==> src/rtl/stp_frame_buffer.sv <==
// Double-buffered serial-to-parallel frame collector for the FFT input path.
// Samples fill a back bank; completed frames are handed to a front bank that
// is held on data_par until the consumer accepts it with frame_ready.
module stp_frame_buffer #(
    parameter int unsigned DATA_W    = 16,
    parameter int unsigned DEPTH     = 48,
    parameter int unsigned BITREV_EN = 0,
    parameter int unsigned CNT_W     = 8,
    localparam int unsigned FILL_W   = $clog2(DEPTH + 1),
    localparam int unsigned IDX_W    = $clog2(DEPTH)
) (
    input  logic                           clk,
    input  logic                           n_rst,
    input  logic                           it_cnt_strobe,
    input  logic [DATA_W-1:0]              serial_in,
    input  logic                           flush,
    input  logic                           frame_ready,
    output logic                           in_ready,
    output logic [DEPTH-1:0][DATA_W-1:0]   data_par,
    output logic                           frame_valid,
    output logic [FILL_W-1:0]              fill_cnt,
    output logic [CNT_W-1:0]               frame_cnt,
    output logic                           overrun
);

    // Elaboration-time parameter checks.
    if (DEPTH < 2) begin : g_depth_chk
        $error("stp_frame_buffer: DEPTH must be >= 2");
    end
    if ((BITREV_EN != 0) && ((DEPTH & (DEPTH - 1)) != 0)) begin : g_pow2_chk
        $error("stp_frame_buffer: BITREV_EN requires DEPTH to be a power of two");
    end

    // Encoding: bit0 = frame_valid, bit1 = back bank full.
    typedef enum logic [1:0] {
        S_EMPTY   = 2'b00,
        S_PRESENT = 2'b01,
        S_FULL    = 2'b11
    } state_t;

    state_t                         state_q, state_d;
    logic [DEPTH-1:0][DATA_W-1:0]   back_q;
    logic [IDX_W-1:0]               idx_c;
    logic                           wr_c;
    logic                           done_c;
    logic                           swap_c;

    assign in_ready    = (state_q != S_FULL);
    assign frame_valid = state_q[0];

    // Write index (natural or bit-reversed) and accepted-write/completion decode.
    always_comb begin
        idx_c = fill_cnt[IDX_W-1:0];
        if (BITREV_EN != 0) begin
            for (int b = 0; b < int'(IDX_W); b++) begin
                idx_c[b] = fill_cnt[IDX_W-1-b];
            end
        end
        wr_c   = it_cnt_strobe && in_ready && !flush;
        done_c = wr_c && (fill_cnt == FILL_W'(DEPTH - 1));
    end

    // Bank-state register.
    always_ff @(posedge clk or negedge n_rst) begin
        if (!n_rst) begin
            state_q <= S_EMPTY;
        end else begin
            state_q <= state_d;
        end
    end

    // Bank-state transitions and swap decision.
    always_comb begin
        state_d = state_q;
        swap_c  = 1'b0;
        case (state_q)
            S_EMPTY: begin
                if (done_c) begin
                    state_d = S_PRESENT;
                    swap_c  = 1'b1;
                end
            end
            S_PRESENT: begin
                if (done_c) begin
                    if (frame_ready) begin
                        swap_c = 1'b1;
                    end else begin
                        state_d = S_FULL;
                    end
                end else if (frame_ready) begin
                    state_d = S_EMPTY;
                end
            end
            S_FULL: begin
                if (flush) begin
                    state_d = frame_ready ? S_EMPTY : S_PRESENT;
                end else if (frame_ready) begin
                    state_d = S_PRESENT;
                    swap_c  = 1'b1;
                end
            end
            default: begin
                state_d = S_EMPTY;
            end
        endcase
    end

    // Back-bank fill, front-bank swap, frame counting and sticky overrun.
    always_ff @(posedge clk or negedge n_rst) begin
        if (!n_rst) begin
            back_q    <= '0;
            data_par  <= '0;
            fill_cnt  <= '0;
            frame_cnt <= '0;
            overrun   <= 1'b0;
        end else begin
            if (flush) begin
                fill_cnt <= '0;
            end else if (wr_c) begin
                fill_cnt <= done_c ? '0 : fill_cnt + FILL_W'(1);
            end

            if (wr_c) begin
                back_q[idx_c] <= serial_in;
            end

            // The completing sample bypasses the back bank so the frame is
            // presented in the cycle right after its final strobe.
            if (swap_c) begin
                data_par <= back_q;
                if (done_c) begin
                    data_par[idx_c] <= serial_in;
                end
                frame_cnt <= frame_cnt + CNT_W'(1);
            end

            if (flush) begin
                overrun <= 1'b0;
            end else if (it_cnt_strobe && !in_ready) begin
                overrun <= 1'b1;
            end
        end
    end

endmodule

==> config.mk <==
export PLATFORM = sky130hd
export DESIGN_NAME = stp_frame_buffer
export DESIGN_NICKNAME = d
export VERILOG_FILES = /design/src/rtl/stp_frame_buffer.sv
export SDC_FILE = /design/constraint.sdc
export NUM_CORES = 2
export LEC_CHECK = 0
export BUFFER_PORTS_ARGS = -buffer_cell sky130_fd_sc_hd__buf_2
export CELL_PAD_IN_SITES_DETAIL_PLACEMENT = 0
export CELL_PAD_IN_SITES_GLOBAL_PLACEMENT = 1
export CORE_ASPECT_RATIO = 1.25
export CORE_MARGIN = 10
export CORE_UTILIZATION = 35
export CTS_BUF_LIST = sky130_fd_sc_hd__clkbuf_16
export DETAILED_ROUTE_END_ITERATION = 16
export PLACE_DENSITY_LB_ADDON = 0.1
export SYNTH_ARGS = -nofsm -noshare
export SYNTH_HDL_FRONTEND = slang
export SYNTH_SLANG_ARGS = --single-unit
==> constraint.sdc <==
create_clock -name clk -period 3.1 [get_ports clk]
set_input_delay 0.62 -clock clk [delete_from_list [all_inputs] [get_ports clk]]
set_output_delay 0.62 -clock clk [all_outputs]
set_load 0.02 [all_outputs]
After elaboration in Yosys (flattened, before gate mapping). Cells that the tools add are included.

$add $sub $neg: 2. $mul: 0. Div/mod/pow operators: 0. Magnitude comparators: 2. Eq/ne operators: 8. Shifts and indexed selects: 0. Multiplexer cells: 22. Bitwise logic cells: 0. Reductions and logical operators: 11.

Operator list (number): 768-bit bitwise mux (1); 768-bit 2-to-1 mux (1); 16-bit demux with 6-bit select (1); 6-bit 2-to-1 mux (3); 16-bit 2-to-1 mux (1); 2-bit 2-to-1 mux (6); 3-bit inequality test, second input constant (3); 8-bit by 1-bit adder with 8-bit output, second input constant (1); 6-bit by 7-bit < comparator with 1-bit output, second input constant (1); 1-bit 2-to-1 mux (7); 6-bit by 1-bit adder with 6-bit output, second input constant (1); 6-bit == test, second input constant (1); 6-bit by 1-bit >= comparator with 1-bit output, second input constant (1); 2-bit one-hot mux with 3 select lines (1); 1-bit logical AND (5); 2-bit inequality test, second input constant (2); 4-bit AND reduction (1); 2-bit nonzero test (2); 1-bit one-hot mux with 3 select lines (1); 2-bit by 1-bit == test with 1-bit output, second input constant (1); 2-bit == test, second input constant (1); 1-bit logical NOT (2); 2-bit logical NOT (1).

Register bits after elaboration: 1553. Bits in latches: 0. Bits in writable memories: 0. Memory bits (read-only): 0. Bits of input ports: 21. Output and inout bits: 785. Word-level logic and storage cells: 145. Memories kept: 0.

Logic depth before layout (Yosys ltp).
Depth in word-level cells: 7. Mapped depth: 10. Depth with buffers taken out: 5.

Least setup slack after synthesis. OpenSTA, ideal clock, no wires.

Kind: input-to-reg. Start: input port flush. End: register data_par[83] (netlist name). Setup time: 125 ps. Arrival time: 2419 ps. Data required time: 2975 ps. Setup slack: 556 ps. Cell stages on the path: 9. Buffers on the path: 5. Cells stage by stage: buf_2 nand2b_1 o32ai_2 and2_1 buf_2 buf_4 buf_6 buf_4 mux2_2.

Cells in the longest elaborated chain, start to end: 5. Elaborated cells on any way between the ends: 8. Those cells by class: 5 x mux; 3 x reduce/logical.

Ends and longest elaborated chain: from (decl) (RTL line 16) `input logic flush,`; 1-bit logical NOT (RTL line 59) `wr_c = it_cnt_strobe && in_ready && !flush;`; 1-bit logical AND (RTL line 59); 1-bit logical AND (RTL line 60) `done_c = wr_c && (fill_cnt == FILL_W'(DEPTH - 1));`; 1-bit 2-to-1 mux, on equally long branches (RTL line 84, 78); 1-bit one-hot mux with 3 select lines (RTL line 76) `case (state_q)`; to (signal assigned) (RTL line 130) `data_par <= back_q;`; to (signal, indexed assignment) (RTL line 132) `data_par[idx_c] <= serial_in;`; to (decl) (RTL line 19) `output logic [DEPTH-1:0][DATA_W-1:0] data_par,`.

Several ways; a longest one is shown, not always the timed one. A chain may end at the register's enable or synchronous reset.

Worst setup path after layout.
Start: register fill_cnt[4]. End: register back_q[557] (netlist name).

Cells in the longest elaborated chain, start to end: 5. Elaborated cells on any way between the ends: 6. Those cells by class: 2 x order compare; 3 x mux; 1 x reduce/logical.

Ends and longest elaborated chain: from (decl) (RTL line 21) `output logic [FILL_W-1:0] fill_cnt,`; from (signal assigned) (RTL line 120) `fill_cnt <= done_c ? '0 : fill_cnt + FILL_W'(1);`; 6-bit by 7-bit < comparator with 1-bit output (implied by the code) / 6-bit by 1-bit >= comparator with 1-bit output (equally long branches) (RTL line 124) `back_q[idx_c] <= serial_in;`; 1-bit logical AND (implied by the code) (RTL line 124); 16-bit 2-to-1 mux (implied by the code) (RTL line 124); 16-bit demux with 6-bit select * (RTL line 124); 768-bit bitwise mux * (RTL line 124); to (signal, indexed assignment) (RTL line 124); to (decl) (RTL line 42) `logic [DEPTH-1:0][DATA_W-1:0] back_q;`.

Every way passes the cells marked *; elsewhere a longest branch is shown, timed or not.

==> results.yml <==
run_status:
  outcome: "finished clean"
power_and_ir_drop:
  ir_drop_mv: 0.514
  powerDensity_mw_per_mm2: 571
  cellLeakagePower_nw: 38.6
  p_total_mw: 41.1
grt:
  grt_first_pass_wirelength_mm: 278
  grt_usage_pct: 20.4
  antenna_found_initial: 15
  grt_max_degree: 81
  gr-total-overflow: 0
  grt_pass1_vias: 36500
sta:
  setup_viol: 0
  post-route-period-util_pct: 88.4
  rsz0062_at_grt: "no"
  fin_crit_ps: 2740
  hold_slack_ps: 134
  max-slew-margin-rel_pct: 29.6
  hold_viol: 0
  setup-tns-final_ps: 0
  fin_skew_ps: 39.1
  fmax_mhz: 365
  worst_slack_ps: 361
  tightest_slew_ps: 1050
  report.final.slew_viol_count: 0
yosys:
  yosysMostFrequentCell: "dfrtp_1"
  synth.cell_area_sq_mm: 0.0592
  synth_edf_count: 0
  syn-num-nets: 3705
  synth.largest_area_cell: "dfrtp_1"
  async_flop_share_pct: 100
  ys_ff_latch: 1553
  synthFlopType: "dfrtp_1"
  synth_cell_types: 48
  ys_seq_area_share_pct: 65.7
  synth_top_area_share_pct: 65.7
  synth.avg_cell_area_sq_um: 16.1
  syn-instance-count: 3682
  ys_warn_count: 0
  synth_common_cells: "dfrtp_1 (1,553), mux2_2 (1,267), mux2_1 (207)"
  synthTopCellsByArea: "dfrtp_1 (66%), mux2_2 (24%), mux2_1 (3.9%)"
cells_and_area:
  drive_above_1_share_pct: 53.5
  multiInputGateArea_sq_mm: 0.0189
  seq_area_sq_mm: 0.0389
  fill_cells: 15700
  finish.utilization_pct: 42.8
  num-nets-final: 4585
  final_area_sq_mm: 0.0718
  area_delta_synth_final_pct: 21.4
  stdcell_count: 6907
die:
  io_pins: 806
  rows: 168
  start_util_pct: 35.2
  fp.dieH_um: 480
  dieArea_sq_mm: 0.186
  coreArea_sq_mm: 0.168
  die_x_um: 388
worst_setup_path:
  cp.required_ps: 3760
  slowest_delay_ps: 850
  path_buf_inv: 0
  cp-end-kind: "flip-flop"
  path_class: "flip-flop to flip-flop"
  cp.arrival_ps: 3400
  cp_max_fo: 16
  timing.critical_path.max_delay_family: "simple AND/OR/NAND/NOR gates"
  crit_chain: "nand2b_1 > nor4_4 > nand2_2 > mux2_2"
  crit_slowest_cell: "nor4_4"
  start_kind: "flip-flop"
drt:
  wl_met3_mm: 19.1
  m1WireLength_mm: 86.1
  drt-initial-drc-count: 1729
  ant_nets: 0
  vias_per_cell: 4.98
  wl_met2_mm: 83.6
  wire_per_inst_um: 27.8
  drc: 0
  routed_wl_mm: 192
  vias: 34400
  topRoutingLayerUsed: "met5"
  dr.pass1.iters: 4
place:
  hpwl_mm: 130
  post-place-ws_ps: 36.7
  portBuffers: 805
  placed_area_sq_mm: 0.0668
  dp.cells: 6605
  place.gp.congestion: 0.741
clock_network:
  cts.repair.resized: 0
  cts_tree: "done"
  cts_buffer_depth: 3
  cts-hold-fix-buffers: 2
  clkSinkCount: 1553
  postCtsSetupRepairBufs: 0
  clkLatencyLatePin_ps: 810
  clkTransAtPathRegs_ps: 60
  clk_root_buffer_cell: "clkbuf_16"
  htree_levels: 4
  cts-buffers-inserted: 163
flow_run:
  cap_violations: 0
worst_hold_path:
  hold_path_class: "input pin to flip-flop"
final timing paths:
path	from	cells after the start	slack (ps)	endpoint
max in group asynchronous	n_rst	4	1580	back_q[468]
min	serial_in[12]	2	130	back_q[188]
max reg2reg	fill_cnt[4]	4	360	back_q[557]
min in group asynchronous	n_rst	2	330	data_par[394]
min reg2reg	back_q[116]	1	470	data_par[116]
max	fill_cnt[4]	4	360	back_q[557]
metal layers:
| metal | vias up | track usage [%] |
|---|---|---|
| li1 | 14900 | - |
| met1 | 18300 | 27.6 |
| met2 | 959 | 30.1 |
| met3 | 200 | 8.78 |
| met4 | 6 | 4.60 |
| met5 | - | 0 |
final cells by class:
cell class                 count  area share, %
tap                         2210           3.85
timing repair buffer         980           8.67
clock buffer                 167           5.82
inverter                       3         0.0157
antenna                        5         0.0174
sequential                  1553           54.1
multi-input combinational   1861           26.4
clock inverter               128           1.18
kinds of logic (layout without fill, tap and decap cells):
group,count (synthesis),in the layout,share of synthesized area [%]
other,0,5,0
flip-flops,1553,1553,65.7
multiplexers,1475,1475,28.1
adder cells (fa/ha/maj),2,2,0.0423
XOR/XNOR,8,8,0.118
buffers and inverters,268,1278,2.42
AND/OR/NAND/NOR,170,170,1.76
AO/OA/AOI/OAI,206,206,1.93
state kept, by name, summed over array words and instances (netlist names):
signal	count
back_q	768
data_par	768
frame_cnt	8
fill_cnt	6
state_q	2
overrun	1
where the power goes:
group          internal [mW]  total (mW)  switching, mW
registers               20.6        20.7          0.149
clock network           10.5        18.7           8.20
logic                  0.460        1.63           1.17
layout by cell type, fill, tap and decap left out, types with 3 or more instances in the layout:
master / count
nor4b_2: 3
o21ai_0: 65
mux2_2: 1267
bufinv_16: 9
buf_4: 123
dfrtp_1: 1553
xnor2_1: 6
a31oi_1: 65
clkinv_1: 38
diode_2: 5
and3_1: 6
nor2_2: 8
inv_1: 51
mux2_1: 207
nand4_1: 3
clkbuf_16: 167
inv_6: 4
buf_2: 788
clkinv_2: 23
a21oi_1: 67
nand2_1: 17
nand2_2: 24
nor2_4: 4
nor2_1: 6
nor4_4: 4
nor3b_2: 3
buf_12: 67
nand2b_1: 3
inv_16: 3
nand3_1: 71
(Power assumes the default switching activity.)
